===== config.mk =====
export PLATFORM = sky130hd
export DESIGN_NAME = ifetch_ctrl
export DESIGN_NICKNAME = d
export VERILOG_FILES = /design/src/rtl/ifetch_pkg.sv /design/src/rtl/ifetch_timer.sv /design/src/rtl/ifetch_ctrl.sv
export SDC_FILE = /design/constraint.sdc
export NUM_CORES = 1
export LEC_CHECK = 0
export ABC_AREA = 1
export CORE_ASPECT_RATIO = 2
export CORE_UTILIZATION = 50
export DETAILED_ROUTE_END_ITERATION = 10
export DONT_BUFFER_PORTS = 1
export GPL_ROUTABILITY_DRIVEN = 0
export PLACE_DENSITY = 0.68
export SLEW_MARGIN = 40
export SYNTH_ARGS = -nofsm -noshare
export SYNTH_HDL_FRONTEND = slang
export SYNTH_SLANG_ARGS = --single-unit

===== constraint.sdc =====
create_clock -name CLK -period 1.2 [get_ports CLK]
set_clock_uncertainty 0.05 [all_clocks]
set_input_delay 0.24 -clock CLK [delete_from_list [all_inputs] [get_ports CLK]]
set_output_delay 0.24 -clock CLK [all_outputs]
set_load 0.01 [all_outputs]

===== src/rtl/ifetch_pkg.sv =====
// Shared types and default sizes for the instruction-fetch controller.
// Latency: n/a (types only).
// Backpressure: n/a.
package ifetch_pkg;

    localparam int ADDR_W_DEF  = 32;
    localparam int DATA_W_DEF  = 32;
    localparam int TIMEOUT_DEF = 15;

    typedef enum logic [2:0] {
        IDLE,
        WAIT,
        COMMIT,
        HALTED,
        FAULT
    } state_e;

endpackage


===== src/rtl/ifetch_timer.sv =====
// Saturating WAIT-cycle counter; limit_hit marks the last cycle allowed before timeout.
// Latency: count updates one cycle after en; limit_hit is decoded from the registered count.
// Backpressure: none; clr has priority over en.
module ifetch_timer #(
    parameter  int LIMIT = 15,
    localparam int W     = $clog2(LIMIT + 1)
) (
    input  logic clk,
    input  logic rst_n,
    input  logic clr,
    input  logic en,
    output logic limit_hit
);

    logic [W-1:0] cnt_q;
    logic [W-1:0] cnt_d;

    always_comb begin
        cnt_d = cnt_q;
        if (clr) begin
            cnt_d = '0;
        end else if (en && (cnt_q != W'(LIMIT))) begin
            cnt_d = cnt_q + 1'b1;
        end
    end

    always_ff @(posedge clk or negedge rst_n) begin
        if (!rst_n) begin
            cnt_q <= '0;
        end else begin
            cnt_q <= cnt_d;
        end
    end

    // The count holds the number of ack-less WAIT cycles already spent, so the
    // LIMIT-th such cycle is the one where the count reads LIMIT-1.
    assign limit_hit = (cnt_q >= W'(LIMIT - 1));

endmodule


===== src/rtl/ifetch_ctrl.sv =====
// Fetches one instruction per PC address over req/ack and strobes PCWre once per capture.
// Latency: 3 cycles per instruction best case (IDLE, WAIT, COMMIT), +1 per ack-delay cycle.
// Backpressure: mem_req held with stable mem_addr until mem_ack; faults after TIMEOUT ack-less cycles.
module ifetch_ctrl
    import ifetch_pkg::*;
#(
    parameter int ADDR_W  = ADDR_W_DEF,
    parameter int DATA_W  = DATA_W_DEF,
    parameter int TIMEOUT = TIMEOUT_DEF
) (
    input  logic              CLK,
    input  logic              Reset,
    input  logic [ADDR_W-1:0] Addr,
    input  logic              Halt,
    output logic              PCWre,
    output logic              mem_req,
    output logic [ADDR_W-1:0] mem_addr,
    input  logic              mem_ack,
    input  logic [DATA_W-1:0] mem_rdata,
    output logic [DATA_W-1:0] Instr,
    output logic              InstrValid,
    output logic              Fault
);

    state_e            state_q, state_d;
    logic [ADDR_W-1:0] addr_q, addr_d;
    logic [DATA_W-1:0] instr_q, instr_d;
    logic              req_q, req_d;
    logic              fault_q, fault_d;
    logic              tmr_clr, tmr_en, tmr_limit;

    ifetch_timer #(
        .LIMIT(TIMEOUT)
    ) u_timer (
        .clk      (CLK),
        .rst_n    (Reset),
        .clr      (tmr_clr),
        .en       (tmr_en),
        .limit_hit(tmr_limit)
    );

    always_comb begin
        state_d = state_q;
        addr_d  = addr_q;
        instr_d = instr_q;
        tmr_clr = 1'b0;
        tmr_en  = 1'b0;

        unique case (state_q)
            IDLE: begin
                if (Halt) begin
                    state_d = HALTED;
                end else if (Addr[1:0] != 2'b00) begin
                    state_d = FAULT;
                end else begin
                    addr_d  = Addr;
                    tmr_clr = 1'b1;
                    state_d = WAIT;
                end
            end
            WAIT: begin
                // An ack on the limit cycle still completes the fetch.
                if (mem_ack) begin
                    instr_d = mem_rdata;
                    state_d = COMMIT;
                end else begin
                    tmr_en = 1'b1;
                    if (tmr_limit) begin
                        state_d = FAULT;
                    end
                end
            end
            COMMIT:  state_d = IDLE;
            HALTED: begin
                if (!Halt) begin
                    state_d = IDLE;
                end
            end
            FAULT:   state_d = FAULT;
            default: state_d = IDLE;
        endcase

        req_d   = (state_d == WAIT);
        fault_d = (state_d == FAULT);
    end

    always_ff @(posedge CLK or negedge Reset) begin
        if (!Reset) begin
            state_q <= IDLE;
            addr_q  <= '0;
            instr_q <= '0;
            req_q   <= 1'b0;
            fault_q <= 1'b0;
        end else begin
            state_q <= state_d;
            addr_q  <= addr_d;
            instr_q <= instr_d;
            req_q   <= req_d;
            fault_q <= fault_d;
        end
    end

    assign mem_req    = req_q;
    assign mem_addr   = addr_q;
    assign Instr      = instr_q;
    assign Fault      = fault_q;
    assign PCWre      = (state_q == COMMIT);
    assign InstrValid = (state_q == COMMIT);

endmodule


==> results of run 1 <==
## cell usage after synthesis
cell type,number,area (um^2)
nand4_2,1,12.5
buf_8,1,15.0
dfrtp_1,73,1830
nand2_1,193,724
a21oi_1,1,5.00
nand3b_1,1,7.51
buf_4,4,30.0
nand2_2,10,62.6
ha_1,2,25.0
nor2_1,13,48.8
buf_2,3,15.0
nor2_2,1,6.26
xor2_1,1,8.76
nor2_4,1,11.3
inv_1,10,37.5
o21ai_0,1,5.00
nand3_4,1,17.5
nand3_1,12,60.1
buf_6,6,67.6
inv_2,3,11.3
nand4_1,1,6.26
## cells in the final DEF, fill, tap and decap left out
master | Yosys | routed
nor2_4 | 1 | 5
o21ai_0 | 1 | 1
nand4_1 | 1 | 1
ha_4 | 0 | 1
buf_6 | 6 | 8
nor2_2 | 1 | 2
clkbuf_16 | 0 | 11
xor2_1 | 1 | 1
nand4_4 | 0 | 1
nand3b_1 | 1 | 1
dlygate4sd3_1 | 0 | 62
clkinvlp_4 | 0 | 1
clkbuf_8 | 0 | 1
clkinv_2 | 0 | 2
nand3_1 | 12 | 6
buf_12 | 0 | 3
ha_2 | 0 | 1
nand3_2 | 0 | 5
nand3_4 | 1 | 2
nand2_4 | 0 | 12
nand2_2 | 10 | 41
nand2_1 | 193 | 150
dfrtp_2 | 0 | 1
inv_1 | 10 | 8
inv_4 | 0 | 1
inv_8 | 0 | 1
clkbuf_1 | 0 | 2
dfrtp_1 | 73 | 72
inv_2 | 3 | 3
bufbuf_16 | 0 | 1
buf_4 | 4 | 20
buf_8 | 1 | 1
a21oi_1 | 1 | 1
nor2_1 | 13 | 8
## worst paths after layout
| check | endpoint | cells past startpoint | startpoint | slack, ns |
|---|---|---|---|---|
| max | PCWre | 2 | state_q[0]$_DFF_PN0_ | -0.16 |
| min | mem_addr[31]$_DFFE_PN0P_ | 0 | Reset | -0.44 |
| max reg2reg | Instr[29]$_DFFE_PN0P_ | 8 | state_q[0]$_DFF_PN0_ | -0.14 |
| min reg2reg | Instr[28]$_DFFE_PN0P_ | 2 | Instr[28]$_DFFE_PN0P_ | 0.49 |
| max in group asynchronous | u_timer.cnt_q[1]$_DFFE_PN0P_ | 0 | Reset | 1.43 |
| min in group CLK | mem_req$_DFF_PN0_ | 3 | mem_ack | 0.08 |
## power by group
part           internal, uW  leakage, uW  switching, uW
combinational          1430      0.00132           1550
clock                  1440     0.000128            908
sequential             3550     0.000923           1350
total                  6410      0.00237           3810
## through the flow
| stage | hold slack [ns] | setup WS, ns |
|---|---|---|
| 3_3_place_gp | -0.104 | -0.0634 |
| 5_1_grt | -0.450 | -0.210 |
| 3_5_place_dp | -0.104 | -0.0776 |
| 4_1_cts | -0.450 | -0.140 |
| 6_report | -0.440 | -0.156 |
| 2_1_floorplan | -0.106 | -0.0301 |
## kinds of logic after synthesis
logic type / share of synthesized area
AND/OR/NAND/NOR: 0.319
flip-flops: 0.608
buffers and inverters: 0.0587
AO/OA/AOI/OAI: 0.00333
adder cells (fa/ha/maj): 0.00833
XOR/XNOR: 0.00292
## repair_timing
item,CTS,global route
hold buffers,61,1
pin swaps,3,23
setup endpoints to repair,72,74
endpoints found under the hold margin,134,74
setup buffers,5,5
gates cloned,2,3
resized for setup,20,71
## flip-flops by register name, summed over array words and instances (netlist names)
name,flops
Instr,32
u_timer.cnt_q,4
Fault,1
mem_addr,32
state_q,3
mem_req,1
## final cells by class
| type | count | share of cell area |
|---|---|---|
| inverters | 13 | 0.0130 |
| repair buffers | 97 | 0.226 |
| clock buffers | 12 | 0.0547 |
| flip-flops and latches | 73 | 0.405 |
| well taps | 61 | 0.0169 |
| multi-input cells | 239 | 0.280 |
| clock inverters | 3 | 0.00389 |
## metal layers
layer / up-vias / GRT usage
met5: - / 0
met4: 0 / 0.151
met3: 33 / 0.0616
met2: 113 / 0.452
met1: 1235 / 0.248
li1: 1214 / -
==> results.yml, run 1 <==
route:
  wl_met2_um: 4550
  dr.pass1.iters: 8
  vias_per_cell: 5.21
  drt_iter0_drc: 161
  via_count: 2595
  routed.top_layer: "met4"
  wl_per_cell_um: 16.2
  drc: 16
  wirelength_um: 8070
  ant_nets: 0
  met3_length_um: 473
  wirelength_met1_um: 2730
floorplan:
  chipWidth_um: 56.8
  start_util: 0.522
  num_rows: 39
  io_pins: 136
  dieArea_um2: 6340
  die_y_um: 112
  core_area_um2: 5760
timing:
  clock.fmax_ghz: 0.737
  setup_violations: 75
  rsz0062_at_grt: "true"
  drv_slew: 0
  max_slew_margin: 0.796
  hold_ws_ns: -0.440
  period_minus_slack_ns: 1.36
  fin_crit_sh: 1.13
  fin_ws_ns: -0.156
  fin_tns_setup_ns: -7.12
  worst_slew_pin_slew_ns: 0.305
  finalHoldViolCount: 73
layout:
  final_cell_area_um2: 4510
  postLayoutCoreUtil: 0.783
  seqCellArea_um2: 1830
  diodes: 0
  drive_above_1_share: 0.284
  nFillCells: 351
  nets: 503
  final_cells: 498
  multi_input_area_um2: 1260
  area_growth_pct: 50.1
worst_setup_path:
  crit_path_max_incr_delay_ns: 0.42
  required_ns: 0.91
  crit_fanout: 3
  crit_path_end_kind: "output port"
  setup.worst_path.start_class: "register"
  worst-path-buf-inv: 1
  crit_slowest_cell: "dfrtp_1"
  path_cells: "buf_4, nor2_4"
  crit_family: "flip-flops"
  worstPathArrival_ns: 1.07
  critical_path_class: "register to output port"
cts:
  htree_levels: 3
  cts_buffers: 9
  cts.sink_count: 73
  clock_path_buffers: 2
  clkLatencyLatePin_ns: 0.32
  cts_tree: "yes"
  clk_pin_slew_ns: 0.05
  root_buffer: "clkbuf_16"
grt:
  grt_max_degree: 74
  antenna_found_initial: 0
  gr-usage-all-layers: 0.250
  grt_pass1_wl_um: 11900
  overflow: 0
  first_global_vias: 2647
hold_path:
  hold_class: "input pin to async pin"
logic_synthesis:
  ys_types: 21
  syn-num-nets: 409
  syn_inst: 339
  syn_area_um2: 3000
  synth_seq_cells: 73
  yosysWarnings: 0
  ys_seq_area_frac: 0.608
  syn_avg_cell_area_um2: 8.86
power_and_ir_drop:
  finalPower_uw: 10200
  leakagePower_uw: 0.00237
  ir_drop_v: 0.00159
  p_per_area_nw_per_um2: 2270
placement:
  dpl_cell_area_um2: 3140
  post-dp-hpwl_um: 4300
  dp_cells: 406
  io_buffers: 0
run_status:
  violations: "design-rule violations, negative hold slack, negative setup slack"
  status: "finished with violations"
flow_run:
  cap_violations: 0
No activity file was read; power rests on OpenSTA's default activity.
==> run 2: changes to the inputs <==
--- a/config.mk
+++ b/config.mk
@@ -11,6 +11,7 @@
 export DETAILED_ROUTE_END_ITERATION = 10
 export DONT_BUFFER_PORTS = 1
 export GPL_ROUTABILITY_DRIVEN = 0
+export MAX_ROUTING_LAYER = met4
 export PLACE_DENSITY = 0.68
 export SLEW_MARGIN = 40
 export SYNTH_ARGS = -nofsm -noshare
==> run 2 against run 1 <==
The flow still finishes with violations (design-rule violations, negative hold slack, negative setup slack); clock-buffer cell count stayed put; design area fell by 1.7%; first-iteration DRC count decreased by 0.62%; setup slack improved by 0.0032 ns; largest cell class unchanged; largest power group unchanged.
==> results.yml, run 2 (synthesis results as in run 1) <==
worst_setup_path:
  worstPathArrival_ns: 1.06
  startpoint: "state_q[0]$_DFF_PN0_"
  critPathCapture: "PCWre"
  critical_path_class: "register to output port"
  required_ns: 0.91
  reg2reg_from: "state_q[0]$_DFF_PN0_"
  timing.rr.end: "Instr[0]$_DFFE_PN0P_"
  crit_path_end_kind: "output port"
  crit_fanout: 3
  rrSetupSlack_ns: -0.14
  crit_path_max_incr_delay_ns: 0.41
  path_cells: "buf_4, nor2_4"
  crit_slowest_cell: "dfrtp_1"
  setup.worst_path.start_class: "register"
  reg2reg_depth: 8
floorplan:
  chipWidth_um: 56.8
  core_area_um2: 5760
  num_rows: 39
  die_y_um: 112
  start_util: 0.522
  dieArea_um2: 6340
  io_pins: 136
layout:
  diodes: 0
  postLayoutCoreUtil: 0.770
  final_cell_mix: "nand2_1 (167), dfrtp_1 (72), dlygate4sd3_1 (62), nand2_2 (27), buf_4 (21)"
  area_growth_pct: 47.6
  layout_commonest_cell: "nand2_1"
  drive_above_1_share: 0.243
  nets: 502
power_and_ir_drop:
  leakagePower_uw: 0.00233
  ir_drop_v: 0.00143
  p_per_area_nw_per_um2: 2280
  finalPower_uw: 10100
timing:
  clock.fmax_ghz: 0.739
  finalHoldViolCount: 73
  fin_ws_ns: -0.153
  worst_slew_pin_slew_ns: 0.305
  hold_ws_ns: -0.439
  period_minus_slack_ns: 1.35
  rsz0062_at_grt: "true"
  setup_violations: 75
  max_slew_margin: 0.796
  fin_crit_sh: 1.13
  drv_slew: 0
grt:
  gr-usage-all-layers: 0.258
  overflow: 0
  grt_max_degree: 74
  antenna_found_initial: 0
  grt_pass1_wl_um: 12000
  first_global_vias: 2646
cts:
  root_buffer: "clkbuf_16"
  clk_pin_slew_ns: 0.05
  clock_path_buffers: 2
  cts_tree: "yes"
  cts.sink_count: 73
  htree_levels: 3
  cts_buffers: 9
  clkLatencyLatePin_ns: 0.32
route:
  dr.pass1.iters: 8
  wl_per_cell_um: 15.8
  drc: 16
  via_count: 2586
  drt_iter0_drc: 160
  vias_per_cell: 5.20
  ant_nets: 0
  wirelength_um: 7870
placement:
  io_buffers: 0
  post-dp-hpwl_um: 4300
hold_path:
  hold_class: "input pin to async pin"
run_status:
  status: "finished with violations"
  violations: "design-rule violations, negative hold slack, negative setup slack"
flow_run:
  cap_violations: 0
==> run 2: changes by cell type in the layout (fill, tap and decap cells not counted), sizes merged <==
cell | before | now
buf | 32 | 31
==> run 2: metrics by stage <==
stage / instances / TNS, ns / area, um^2 / setup slack (ns) / hold WS (ns)
5_1_grt: 497 / -12.81 / 4430 / -0.211 / -0.450
4_1_cts: 489 / -5.62 / 4170 / -0.140 / -0.450
6_report: 497 / -7.25 / 4430 / -0.153 / -0.439
3_3_place_gp: 406 / -0.951 / 3140 / -0.0634 / -0.104
3_5_place_dp: 406 / -2.22 / 3140 / -0.0776 / -0.104
2_1_floorplan: 339 / -0.591 / 3010 / -0.0301 / -0.106
==> run 2: how the worst min path moves through the flow <==
| stage | slack (ns) | cells after the start | endpoint | from |
|---|---|---|---|---|
| after CTS | -0.45 | 0 | mem_addr[21]$_DFFE_PN0P_ | Reset |
| final | -0.44 | 0 | mem_addr[31]$_DFFE_PN0P_ | Reset |
| after floorplan | -0.11 | 0 | Fault$_DFF_PN0_ | Reset |
| after detailed placement | -0.10 | 0 | mem_addr[31]$_DFFE_PN0P_ | Reset |
| after global placement | -0.10 | 0 | mem_addr[31]$_DFFE_PN0P_ | Reset |
| after global routing | -0.45 | 0 | mem_addr[31]$_DFFE_PN0P_ | Reset |
==> run 2: area by class of cell <==
cell class	instances	area, um^2
fill	359	1330
clock buffer	12	246
inverter	13	56.3
tap	61	76.3
sequential	73	1830
clock inverter	3	17.5
multi-input combinational	239	1200
timing repair buffer	96	1000
==> run 2: power by group <==
part	internal, uW	total (uW)	switching [uW]
logic	1390	2880	1490
registers	3550	4890	1340
clock network	1430	2330	898
==> run 2: worst max-delay path, delay by kind of cell (launching register included) <==
family,cells,cell delay [ns]
DFF,1,0.41
and+or+nand+nor,1,0.16
buffers and inverters,1,0.16
==> run 2: per-layer routing <==
| metal | track usage | vias to the layer above | wire, um |
|---|---|---|---|
| met5 | - | - | 0 |
| li1 | - | 1212 | - |
| met4 | 0.151 | 0 | 306 |
| met2 | 0.452 | 106 | 4450 |
| met1 | 0.254 | 1240 | 2730 |
| met3 | 0.0546 | 28 | 389 |
==> run 2: repair_timing <==
| item | 4_1_cts | 5_1_grt |
|---|---|---|
| setup buffers | 5 | 5 |
| hold endpoints to repair | 134 | 74 |
| hold buffers | 61 | 1 |
| pin swaps | 3 | 20 |
| setup endpoints to repair | 72 | 74 |
| gates cloned | 2 | 2 |
| gates resized for setup | 20 | 49 |
==> run 3: changes to the inputs <==
--- a/config.mk
+++ b/config.mk
@@ -8,6 +8,7 @@
 export ABC_AREA = 1
 export CORE_ASPECT_RATIO = 2
 export CORE_UTILIZATION = 50
+export CTS_BUF_LIST = sky130_fd_sc_hd__clkbuf_4
 export DETAILED_ROUTE_END_ITERATION = 10
 export DONT_BUFFER_PORTS = 1
 export GPL_ROUTABILITY_DRIVEN = 0
==> run 3 against run 2 <==
Largest cell class unchanged; critical path depth rose by 1; the run still ends with design-rule violations, negative hold slack, negative setup slack left; maximum frequency decreased by 8.7%; sequential cell count unchanged.
==> results.yml, run 3 (synthesis results as in run 1) <==
grt:
  grt_max_degree: 74
  antenna_found_initial: 0
  grt_pass1_wl_um: 13300
  first_global_vias: 2882
  overflow: 0
  gr-usage-all-layers: 0.291
timing:
  max_slew_margin: 0.793
  drv_slew: 0
  fin_ws_ns: -0.282
  setup_violations: 87
  clock.fmax_ghz: 0.675
  period_minus_slack_ns: 1.48
  rsz0062_at_grt: "true"
  fin_tns_setup_ns: -13.72
  finalHoldViolCount: 73
  worst_slew_pin_slew_ns: 0.309
  fin_crit_sh: 1.24
  hold_ws_ns: -0.576
hold_path:
  hold_class: "input pin to async pin"
placement:
  post-dp-hpwl_um: 4300
  pre_cts_ws_ns: -0.0776
  io_buffers: 0
  dpl_cell_area_um2: 3140
  dp_cells: 406
floorplan:
  dieArea_um2: 6340
  core_area_um2: 5760
  start_util: 0.522
  chipWidth_um: 56.8
  io_pins: 136
  num_rows: 39
  die_y_um: 112
layout:
  nFillCells: 352
  nets: 510
  layout_commonest_cell: "nand2_1"
  final_cells: 505
  drive_above_1_share: 0.347
  final_cell_area_um2: 4490
  final_cell_mix: "nand2_1 (134), dlygate4sd3_1 (64), dfrtp_1 (58), nand2_2 (51), buf_4 (20)"
  diodes: 0
  area_growth_pct: 49.6
route:
  dr.pass1.iters: 10
  drt_iter0_drc: 152
  drc: 17
  wirelength_um: 9380
  vias_per_cell: 5.36
  wl_per_cell_um: 18.6
  ant_nets: 0
  via_count: 2705
cts:
  clkLatencyLatePin_ns: 0.44
  root_buffer: "clkbuf_4"
  cts_tree: "yes"
  clk_pin_slew_ns: 0.12
  cts.sink_count: 73
  htree_levels: 3
  hold_buffers: 64
  clock_path_buffers: 2
  cts_buffers: 9
worst_setup_path:
  crit_path_max_incr_delay_ns: 0.41
  crit_slowest_cell: "dfrtp_1"
  critical_path_class: "register to output port"
  worstPathArrival_ns: 1.19
  path_cells: "inv_2, nand2_2, nor2_4"
  required_ns: 0.91
  setup.worst_path.start_class: "register"
  crit_path_end_kind: "output port"
  crit_fanout: 2
power_and_ir_drop:
  leakagePower_uw: 0.00228
  ir_drop_v: 0.00160
  finalPower_uw: 9810
  p_per_area_nw_per_um2: 2180
run_status:
  status: "finished with violations"
  violations: "design-rule violations, negative hold slack, negative setup slack"
flow_run:
  cap_violations: 0
[run 3: final cells by class]
class                      instances  area [um^2]  area share
clock buffer                      11         82.6      0.0184
clock inverter                     4         21.3     0.00473
inverter                          13         56.3      0.0125
multi-input combinational        239         1300       0.289
sequential                        73         1850       0.411
tap                               61         76.3      0.0170
timing repair buffer             104         1110       0.248
[run 3: layer usage]
metal  vias to the layer above  GRT usage  wire, um
met2                       124      0.500      5240
li1                       1225          -         -
met3                        43     0.0604       532
met4                         0      0.203       522
met1                      1313      0.282      3090
met5                         -          -         0
[run 3: per-stage QoR]
step	hold slack, ns	utilization
final	-0.576	0.780
after global placement	-0.104	0.546
after detailed placement	-0.104	0.546
after global routing	-0.586	0.780
after floorplan	-0.106	-
after CTS	-0.584	0.742
[run 3: repair_timing]
action                                  4_1_cts  5_1_grt
endpoints found under the hold margin       137       73
endpoints found under the setup margin       74       79
pin swaps                                    19       21
gates cloned                                  6        0
gates resized for setup                      52       81
buffers inserted                             13        5
[run 3: where the power goes]
part           switching, uW  leakage (uW)  internal [uW]
clock network            842     0.0000601            448
logic                   1730       0.00132           1700
registers               1520      0.000905           3570
[run 3: worst max-delay path: cells and delay by family, from the launching register on]
kind | cells | cell delay, ns
and+or+nand+nor | 2 | 0.25
DFF | 1 | 0.41
buffers and inverters | 1 | 0.09
[run 3: path summary, 6_finish.rpt]
check	startpoint	to	slack [ns]	depth (start not counted)
worst max-delay path	state_q[2]$_DFF_PN0_	PCWre	-0.28	3
worst min-delay path	Reset	mem_addr[31]$_DFFE_PN0P_	-0.58	0
worst max register to register	state_q[2]$_DFF_PN0_	Instr[8]$_DFFE_PN0P_	-0.27	8
worst min register to register	Instr[27]$_DFFE_PN0P_	Instr[27]$_DFFE_PN0P_	0.50	2
max in group asynchronous	Reset	Instr[29]$_DFFE_PN0P_	1.54	0
min in group CLK	Halt	state_q[0]$_DFF_PN0_	0.08	4
